--- src/rtl/snn_lif_block.sv ---
// Parallel leaky integrate-and-fire neuron block: one time step per input handshake, TS steps per run.
// Define SNN_SPIKE_TIME_EN to build the per-neuron first-spike-time registers; otherwise spike_time is tied to TS.
module snn_lif_block #(
    parameter int N   = 2,
    parameter int TS  = 5,
    parameter int VW  = 16,
    parameter int RPW = 4,
    localparam int TW = $clog2(TS + 1)
) (
    input  logic              aclk,
    input  logic              aresetn,
    input  logic [VW-1:0]     cfg_v0,
    input  logic [VW-1:0]     cfg_v_rest,
    input  logic [VW-1:0]     cfg_v_leak,
    input  logic [VW-1:0]     cfg_k_syn,
    input  logic [VW-1:0]     cfg_v_th,
    input  logic [RPW-1:0]    cfg_rp,
    input  logic              start,
    output logic              busy,
    output logic              done,
    input  logic              in_valid,
    output logic              in_ready,
    input  logic [N-1:0]      in_spikes,
    output logic              out_valid,
    input  logic              out_ready,
    output logic [N-1:0]      out_spikes,
    output logic [TW-1:0]     out_step,
    output logic [N*TW-1:0]   spike_time
);

    localparam logic [TW-1:0] TS_VAL    = TW'(TS);
    localparam logic [TW-1:0] LAST_STEP = TW'(TS - 1);
    localparam logic signed [VW-1:0] V_MAX = {1'b0, {(VW-1){1'b1}}};
    localparam logic signed [VW-1:0] V_MIN = {1'b1, {(VW-1){1'b0}}};

    typedef enum logic [2:0] {
        S_IDLE, S_INIT, S_WAIT_IN, S_UPDATE, S_EMIT, S_DONE
    } state_t;

    state_t state_q, state_d;

    logic signed [VW-1:0] v0_q, rest_q, leak_q, ksyn_q, th_q;
    logic [RPW-1:0]       rpcfg_q;

    logic [TW-1:0]        step_q;
    logic [N-1:0]         in_q;
    logic signed [VW-1:0] v_q   [N];
    logic [RPW-1:0]       rp_q  [N];

    logic signed [VW+1:0] ksyn_x, leak_x;
    logic signed [VW+1:0] sum   [N];
    logic signed [VW-1:0] sat   [N];
    logic signed [VW-1:0] flr   [N];
    logic signed [VW-1:0] v_nxt [N];
    logic [RPW-1:0]       rp_nxt[N];
    logic [N-1:0]         fire;

    always_ff @(posedge aclk or negedge aresetn) begin
        if (!aresetn) state_q <= S_IDLE;
        else          state_q <= state_d;
    end

    always_comb begin
        state_d   = state_q;
        busy      = 1'b1;
        done      = 1'b0;
        in_ready  = 1'b0;
        out_valid = 1'b0;
        case (state_q)
            S_IDLE: begin
                busy = 1'b0;
                if (start) state_d = S_INIT;
            end
            S_INIT:    state_d = S_WAIT_IN;
            S_WAIT_IN: begin
                in_ready = 1'b1;
                if (in_valid) state_d = S_UPDATE;
            end
            S_UPDATE:  state_d = S_EMIT;
            S_EMIT: begin
                out_valid = 1'b1;
                if (out_ready) state_d = (step_q == LAST_STEP) ? S_DONE : S_WAIT_IN;
            end
            S_DONE: begin
                done    = 1'b1;
                state_d = S_IDLE;
            end
            default: state_d = S_IDLE;
        endcase
    end

    assign ksyn_x = $signed({{2{ksyn_q[VW-1]}}, ksyn_q});
    assign leak_x = $signed({{2{leak_q[VW-1]}}, leak_q});

    // Two guard bits keep V + K - LEAK exact before clamping back to VW bits.
    always_comb begin
        fire = '0;
        for (int unsigned i = 0; i < N; i++) begin
            v_nxt[i]  = v_q[i];
            rp_nxt[i] = rp_q[i];
            if (in_q[i]) sum[i] = $signed({{2{v_q[i][VW-1]}}, v_q[i]}) + ksyn_x - leak_x;
            else         sum[i] = $signed({{2{v_q[i][VW-1]}}, v_q[i]}) - leak_x;
            if ((sum[i][VW+1:VW-1] == 3'b000) || (sum[i][VW+1:VW-1] == 3'b111))
                sat[i] = sum[i][VW-1:0];
            else
                sat[i] = sum[i][VW+1] ? V_MIN : V_MAX;
            flr[i] = (sat[i] < rest_q) ? rest_q : sat[i];
            if (rp_q[i] != '0) begin
                rp_nxt[i] = rp_q[i] - RPW'(1);
                v_nxt[i]  = rest_q;
            end else if (flr[i] >= th_q) begin
                fire[i]   = 1'b1;
                v_nxt[i]  = rest_q;
                rp_nxt[i] = rpcfg_q;
            end else begin
                v_nxt[i]  = flr[i];
            end
        end
    end

    always_ff @(posedge aclk or negedge aresetn) begin
        if (!aresetn) begin
            v0_q       <= '0;
            rest_q     <= '0;
            leak_q     <= '0;
            ksyn_q     <= '0;
            th_q       <= '0;
            rpcfg_q    <= '0;
            step_q     <= '0;
            in_q       <= '0;
            out_spikes <= '0;
            for (int unsigned i = 0; i < N; i++) begin
                v_q[i]  <= '0;
                rp_q[i] <= '0;
            end
        end else begin
            case (state_q)
                S_IDLE: if (start) begin
                    v0_q    <= cfg_v0;
                    rest_q  <= cfg_v_rest;
                    leak_q  <= cfg_v_leak;
                    ksyn_q  <= cfg_k_syn;
                    th_q    <= cfg_v_th;
                    rpcfg_q <= cfg_rp;
                end
                S_INIT: begin
                    step_q <= '0;
                    for (int unsigned i = 0; i < N; i++) begin
                        v_q[i]  <= v0_q;
                        rp_q[i] <= '0;
                    end
                end
                S_WAIT_IN: if (in_valid) in_q <= in_spikes;
                S_UPDATE: begin
                    out_spikes <= fire;
                    for (int unsigned i = 0; i < N; i++) begin
                        v_q[i]  <= v_nxt[i];
                        rp_q[i] <= rp_nxt[i];
                    end
                end
                S_EMIT: if (out_ready && (step_q != LAST_STEP)) step_q <= step_q + TW'(1);
                default: ;
            endcase
        end
    end

    assign out_step = step_q;

`ifdef SNN_SPIKE_TIME_EN
    logic [TW-1:0] st_q [N];

    always_ff @(posedge aclk or negedge aresetn) begin
        if (!aresetn) begin
            for (int unsigned i = 0; i < N; i++) st_q[i] <= TS_VAL;
        end else if (state_q == S_INIT) begin
            for (int unsigned i = 0; i < N; i++) st_q[i] <= TS_VAL;
        end else if (state_q == S_UPDATE) begin
            for (int unsigned i = 0; i < N; i++)
                if (fire[i] && (st_q[i] == TS_VAL)) st_q[i] <= step_q;
        end
    end

    always_comb begin
        spike_time = '0;
        for (int unsigned i = 0; i < N; i++) spike_time[i*TW +: TW] = st_q[i];
    end
`else
    assign spike_time = {N{TS_VAL}};
`endif

endmodule

--- config.mk ---
export PLATFORM = sky130hd
export DESIGN_NAME = snn_lif_block
export DESIGN_NICKNAME = d
export VERILOG_FILES = /design/src/rtl/snn_lif_block.sv
export SDC_FILE = /design/constraint.sdc
export NUM_CORES = 1
export LEC_CHECK = 0
export BUFFER_PORTS_ARGS = -buffer_cell sky130_fd_sc_hd__clkbuf_2
export CORE_AREA = 2 2 154 156
export CTS_CLUSTER_SIZE = 24
export DETAILED_ROUTE_END_ITERATION = 6
export DIE_AREA = 0 0 156 158
export PLACE_DENSITY = 0.87
export SETUP_SLACK_MARGIN = 0.02
export SLEW_MARGIN = 0
export SYNTH_ARGS = -nofsm -noshare
export SYNTH_HDL_FRONTEND = slang
export SYNTH_SLANG_ARGS = --single-unit
--- constraint.sdc ---
create_clock -name aclk -period 7.05 [get_ports aclk]
set_clock_uncertainty 0.05 [all_clocks]
set_input_delay 0.705 -clock aclk [delete_from_list [all_inputs] [get_ports aclk]]
set_output_delay 0.705 -clock aclk [all_outputs]
set_load 0.01 [all_outputs]
==> results of run 1 <==
==> area by class of cell <==
class | count | area, um^2
Sequential cell | 134 | 3360
Multi-Input combinational cell | 1088 | 9370
Fill cell | 1474 | 5970
Clock inverter | 15 | 136
Tap cell | 290 | 363
Timing Repair Buffer | 372 | 2730
Inverter | 187 | 702
Clock buffer | 17 | 425
==> flip-flops by register name, summed over array words and instances, names as in the netlist <==
| register | flops |
|---|---|
| v_q | 32 |
| ksyn_q | 16 |
| leak_q | 16 |
| rest_q | 16 |
| th_q | 16 |
| v0_q | 16 |
| rp_q | 8 |
| rpcfg_q | 4 |
| out_step | 3 |
| state_q | 3 |
| in_q | 2 |
| out_spikes | 2 |
==> critical path: cells and delay by family, from the launching register on <==
family	cells	cell delay, ns
compound gates	19	3.78
fa+ha+maj	4	1.40
simple gates	4	0.83
buf+inv	5	0.74
mux	2	0.56
flops	1	0.32
==> kinds of logic (layout without fill, tap and decap cells) <==
kind of cell	count (synthesis)	after routing
buffers and inverters	247	591
other	2	6
AND/OR/NAND/NOR	334	334
XOR/XNOR	47	47
flip-flops	134	134
adder cells (fa/ha/maj)	168	168
multiplexers	83	83
AO/OA/AOI/OAI	450	450
==> stage by stage <==
stage / utilization (%) / cell area [um^2] / setup WS [ns] / cells / TNS (ns)
after floorplan: - / 12700 / -0.0661 / 1469 / -0.661
after global placement: 64.7 / 14900 / -0.691 / 2012 / -21.25
after detailed placement: 64.7 / 14900 / -0.856 / 2012 / -27.29
after CTS: 71.1 / 16400 / -0.307 / 2086 / -7.08
after global routing: 74.1 / 17100 / -0.965 / 2103 / -31.51
final: 74.1 / 17100 / -0.829 / 2103 / -22.92
==> path summary, 6_finish.rpt <==
| path | start | endpoint | slack, ns |
|---|---|---|---|
| setup / recovery | ksyn_q[1]$_DFFE_PN0P_ | v_q[5]$_DFFE_PN0P_ | -0.83 |
| min in group aclk | cfg_k_syn[6] | ksyn_q[6]$_DFFE_PN0P_ | 0.42 |
| setup reg to reg | ksyn_q[1]$_DFFE_PN0P_ | v_q[5]$_DFFE_PN0P_ | -0.83 |
| hold reg to reg | out_spikes[0]$_DFFE_PN0P_ | out_spikes[0]$_DFFE_PN0P_ | 0.45 |
| hold / removal | aresetn | th_q[12]$_DFFE_PN0P_ | 0.22 |
| max in group asynchronous | aresetn | v_q[9]$_DFFE_PN0P_ | 5.36 |
==> layer usage <==
metal	GRT usage [%]	vias up	part of all wire (%)
li1	-	5854	-
met1	44.8	6292	36
met2	58.2	1073	45
met3	7.17	362	12
met4	19.6	2	7.8
met5	0	-	0.057
==> cells in the final DEF (no fill, tap or decap), types with 23 or more instances in the layout <==
| cell | netlist | final |
|---|---|---|
| xnor2_1 | 28 | 28 |
| o21ai_0 | 145 | 124 |
| mux2_2 | 42 | 40 |
| ha_4 | 0 | 28 |
| a21o_1 | 30 | 30 |
| o22ai_1 | 26 | 23 |
| buf_4 | 7 | 246 |
| a21oi_1 | 110 | 73 |
| dfrtp_1 | 134 | 131 |
| nand2_1 | 132 | 131 |
| nor2_1 | 69 | 61 |
| fa_1 | 34 | 32 |
| a21oi_2 | 0 | 25 |
| inv_1 | 186 | 178 |
| clkbuf_2 | 0 | 98 |
| ha_1 | 134 | 103 |
==> timing repair <==
| item | 4_1_cts | 5_1_grt |
|---|---|---|
| endpoints found under the hold margin | 0 | 0 |
| pin swaps | 75 | 60 |
| gates cloned | 2 | 0 |
| setup buffers | 40 | 21 |
| gates resized for setup | 125 | 107 |
| setup endpoints to repair | 42 | 42 |
==> results.py, run 1 <==
metrics = {
    "logic_synthesis": {
        "ys_top_cells_by_area": "dfrtp_1 (27%), ha_1 (13%), o21ai_0 (5.8%)",
        "synth_compound_area_share_pct": 22.7,
        "synth_top_cell_by_area": "dfrtp_1",
        "synth_xor_area_share_pct": 3.31,
        "synth.most_common_cell": "inv_1",
        "yosys-mux-area-fraction_pct": 7.48,
        "synth.distinct_cells": 81,
        "syn_inst": 1465,
        "synth_edf_count": 0,
        "ys_ff_latch": 134,
        "ys.flop_type": "dfrtp_1",
        "synth_top_family_by_area": "compound AO/OA/AOI/OAI gates",
        "yosysSeqAreaShare_pct": 27.0,
        "yosys.area.top_type_share_pct": 27.0,
        "yosysWarningCount": 0,
        "synthAdderAreaFrac_pct": 19.0,
        "syn-cell-area_um2": 12400,
        "postSynth.asyncResetShare_pct": 100,
        "yosys.area_share.simple_pct": 12.7,
        "synth.avg_cell_area_um2": 8.49,
        "synth_commonest_cells": "inv_1 (186), o21ai_0 (145), dfrtp_1 (134), ha_1 (134), nand2_1 (132)",
    },
    "clock_tree": {
        "cts.sinks": 134,
        "numCtsBuffers": 17,
        "root_buffer": "clkbuf_16",
        "clk_latency_ns": 0.44,
        "path_clk_slew_ns": 0.07,
        "ctsHtreeMaxLevel": 4,
        "cts_max_path_buffers": 2,
        "cts_tree": "built",
        "cts_hold_buf": 0,
    },
    "drt": {
        "wl_mm": 48.8,
        "firstDrtPassIters": 7,
        "routed_via_density": 6.46,
        "ant_nets": 0,
        "drtIter0Drc": 1826,
        "drc_errors": 2,
        "vias": 13583,
        "wire_per_inst_um": 23.2,
    },
    "flow_run": {
        "maxCapViolations": 0,
    },
    "cells_and_area": {
        "drive_gt1_share_pct": 35.0,
        "num_antenna_cells": 0,
        "area_delta_synth_final_pct": 37.4,
        "nets": 2059,
    },
    "status": {
        "violations": "design-rule violations, negative setup slack",
        "status": "complete, but fails checks",
    },
    "floorplanning": {
        "fp.dieW_um": 156,
        "start_util_pct": 53.9,
        "rows": 56,
        "ioPinCount": 106,
        "core_area_um2": 23100,
        "die_y_um": 158,
        "fp.dieArea_um2": 24600,
    },
    "grt": {
        "grt_pass1_vias": 12983,
        "grt_max_degree": 97,
        "grt_usage_pct": 35.7,
        "grt_pass1_wl_mm": 67.9,
        "grt_overflow": 0,
        "antenna_found_initial": 0,
    },
    "worst_hold_path": {
        "hold_path.class": "in -> async",
    },
    "timing": {
        "slew_viol_final": 0,
        "fmax_ghz": 0.127,
        "rsz0062_at_grt": "true",
        "hold_viol": 0,
        "layout_worst_path_cycle_share_pct": 112,
        "whs_ns": 0.218,
        "relSlewSlack_pct": 10.6,
        "fin_ws_ns": -0.829,
        "setup_violations": 41,
        "period_needed_ns": 7.88,
        "tightest_slew_ns": 1.34,
    },
    "critical_path": {
        "crit_type": "reg -> reg",
        "cp_max_fo": 7,
        "path_common_cell": "o21a_1",
        "end_kind": "flip-flop",
        "crit_arrival_ns": 8.08,
        "required_ns": 7.25,
        "critPathMaxStageDelay_ns": 0.58,
        "ff2ff_path_depth": 34,
        "startpoint_type": "flip-flop",
        "cpMaxStageDelayCell": "fa_1",
    },
    "placed_design": {
        "gp_congestion": 0.977,
        "dpl.hpwl_mm": 31.3,
        "portBuffers": 99,
    },
}
Power of run 1 is left out: the tool's default activity adds up to more than one toggle a clock period on the data nets, which glitch-free logic cannot reach.
==> run 2: changes to the inputs <==
BUFFER_PORTS_ARGS = -buffer_cell sky130_fd_sc_hd__buf_2   (was -buffer_cell sky130_fd_sc_hd__clkbuf_2)
==> run 2 against run 1 <==
Against the previous run:
- final area is 0.48% higher
- the flow still finishes with violations (design-rule violations, negative setup slack)
- clock-buffer cell count rose by 3
- utilization increased by 0.36 points
- die area did not move
- hold slack lost 0.024 ns
- non-clock buffer count rose by 9
- maximum frequency is 1.8% higher
==> results.py, run 2 (synthesis results as in run 1) <==
metrics = {
    "status": {
        "status": "complete, but fails checks",
        "violations": "design-rule violations, negative setup slack",
    },
    "drt": {
        "drtIter0Drc": 1559,
        "drc_errors": 4,
        "wire_per_inst_um": 22.8,
        "wl_mm": 48.2,
        "ant_nets": 0,
        "firstDrtPassIters": 7,
        "vias": 13615,
        "routed_via_density": 6.44,
    },
    "clock_tree": {
        "cts_tree": "built",
        "numCtsBuffers": 17,
        "path_clk_slew_ns": 0.07,
        "clk_latency_ns": 0.45,
        "cts_max_path_buffers": 2,
        "root_buffer": "clkbuf_16",
        "cts_hold_buf": 0,
        "cts.sinks": 134,
        "ctsHtreeMaxLevel": 4,
    },
    "critical_path": {
        "regToRegSetupSlack_ns": -0.69,
        "critPathMaxStageDelay_ns": 0.57,
        "required_ns": 7.29,
        "end_kind": "flip-flop",
        "startpoint_type": "flip-flop",
        "ff2ff_path_depth": 36,
        "crit_arrival_ns": 7.98,
        "crit_type": "reg -> reg",
        "timing.rr.end": "v_q[17]$_DFFE_PN0P_",
        "cpMaxStageDelayCell": "fa_2",
        "cp_max_fo": 8,
        "critical_path.reg2reg.startpoint": "ksyn_q[1]$_DFFE_PN0P_",
    },
    "flow_run": {
        "maxCapViolations": 0,
    },
    "placed_design": {
        "dpl.hpwl_mm": 31.5,
        "portBuffers": 99,
        "gp_congestion": 1.00,
        "post-place-ws_ns": -0.741,
    },
    "grt": {
        "grt_usage_pct": 36.4,
        "grt_pass1_wl_mm": 69.0,
        "grt_overflow": 0,
        "grt_max_degree": 97,
        "grt_pass1_vias": 13181,
        "antenna_found_initial": 1,
    },
    "cells_and_area": {
        "nets": 2068,
        "layout_common_cells": "buf_4 (253), inv_1 (171), dfrtp_1 (132)",
        "area_delta_synth_final_pct": 38.0,
        "drive_gt1_share_pct": 35.4,
        "largest_register_ffs": 32,
        "final_common_cell": "buf_4",
        "top_register": "v_q",
    },
    "floorplanning": {
        "die_y_um": 158,
        "ioPinCount": 106,
        "rows": 56,
        "fp.dieArea_um2": 24600,
        "core_area_um2": 23100,
        "start_util_pct": 53.9,
        "fp.dieW_um": 156,
    },
    "worst_hold_path": {
        "hold_path.class": "in -> async",
    },
    "timing": {
        "rsz0062_at_grt": "true",
        "fmax_ghz": 0.129,
        "fin_ws_ns": -0.687,
        "setup_violations": 40,
        "period_needed_ns": 7.74,
        "tightest_slew_ns": 1.10,
        "relSlewSlack_pct": 27.0,
        "whs_ns": 0.193,
        "layout_worst_path_cycle_share_pct": 110,
        "hold_viol": 0,
        "slew_viol_final": 0,
    },
}
run 2: how the worst max path moves through the flow:
stage / from / end / cells past startpoint / slack (ns)
final: ksyn_q[1]$_DFFE_PN0P_ / v_q[17]$_DFFE_PN0P_ / 36 / -0.69
after global routing: v_q[1]$_DFFE_PN0P_ / v_q[3]$_DFFE_PN0P_ / 31 / -0.87
after CTS: v_q[1]$_DFFE_PN0P_ / v_q[11]$_DFFE_PN0P_ / 33 / -0.31
after detailed placement: leak_q[1]$_DFFE_PN0P_ / v_q[27]$_DFFE_PN0P_ / 33 / -0.74
after global placement: leak_q[2]$_DFFE_PN0P_ / v_q[25]$_DFFE_PN0P_ / 33 / -0.45
after floorplan: v_q[1]$_DFFE_PN0P_ / v_q[12]$_DFFE_PN0P_ / 35 / -0.07
run 2: per-stage QoR:
stage | area [um^2] | util (%) | setup TNS, ns | cells
after floorplan | 12700 | - | -0.661 | 1469
after global placement | 14900 | 64.7 | -13.57 | 2011
after detailed placement | 14900 | 64.7 | -22.66 | 2011
after CTS | 16500 | 71.5 | -4.70 | 2083
after global routing | 17200 | 74.5 | -27.89 | 2113
final | 17200 | 74.5 | -20.27 | 2113
run 2: worst max-delay path, delay by kind of cell (launching register included):
kind / cells / cell delay (ns)
AO/OA/AOI/OAI: 16 / 3.05
XOR/XNOR: 1 / 0.18
adder cells (fa/ha/maj): 4 / 1.37
buffers and inverters: 9 / 1.29
flip-flops: 1 / 0.34
multiplexers: 1 / 0.26
AND/OR/NAND/NOR: 5 / 1.01
run 2: routing by layer:
layer,vias to the layer above,part of all wire (%),global-route usage (%)
met5,-,0,0
li1,5850,-,-
met2,1005,46,60.7
met3,354,10,7.36
met1,6406,37,44.6
met4,0,7.2,19.5
run 2: final cells by class:
cell class / count / area [um^2]
multi-input cells: 1088 / 9400
fillers: 1448 / 5890
flip-flops and latches: 134 / 3360
repair buffers: 381 / 2800
inverters: 187 / 702
clock buffers: 20 / 447
well taps: 290 / 363
clock inverters: 12 / 96.3
diodes: 1 / 2.50
run 2: repair_timing:
| item | 4_1_cts | 5_1_grt |
|---|---|---|
| endpoints found under the hold margin | 0 | 0 |
| resized for setup | 135 | 98 |
| buffers inserted | 39 | 31 |
| gates cloned | 2 | 0 |
| pin swaps | 66 | 69 |
| endpoints found under the setup margin | 42 | 42 |
Power of run 2 is left out for the same reason.
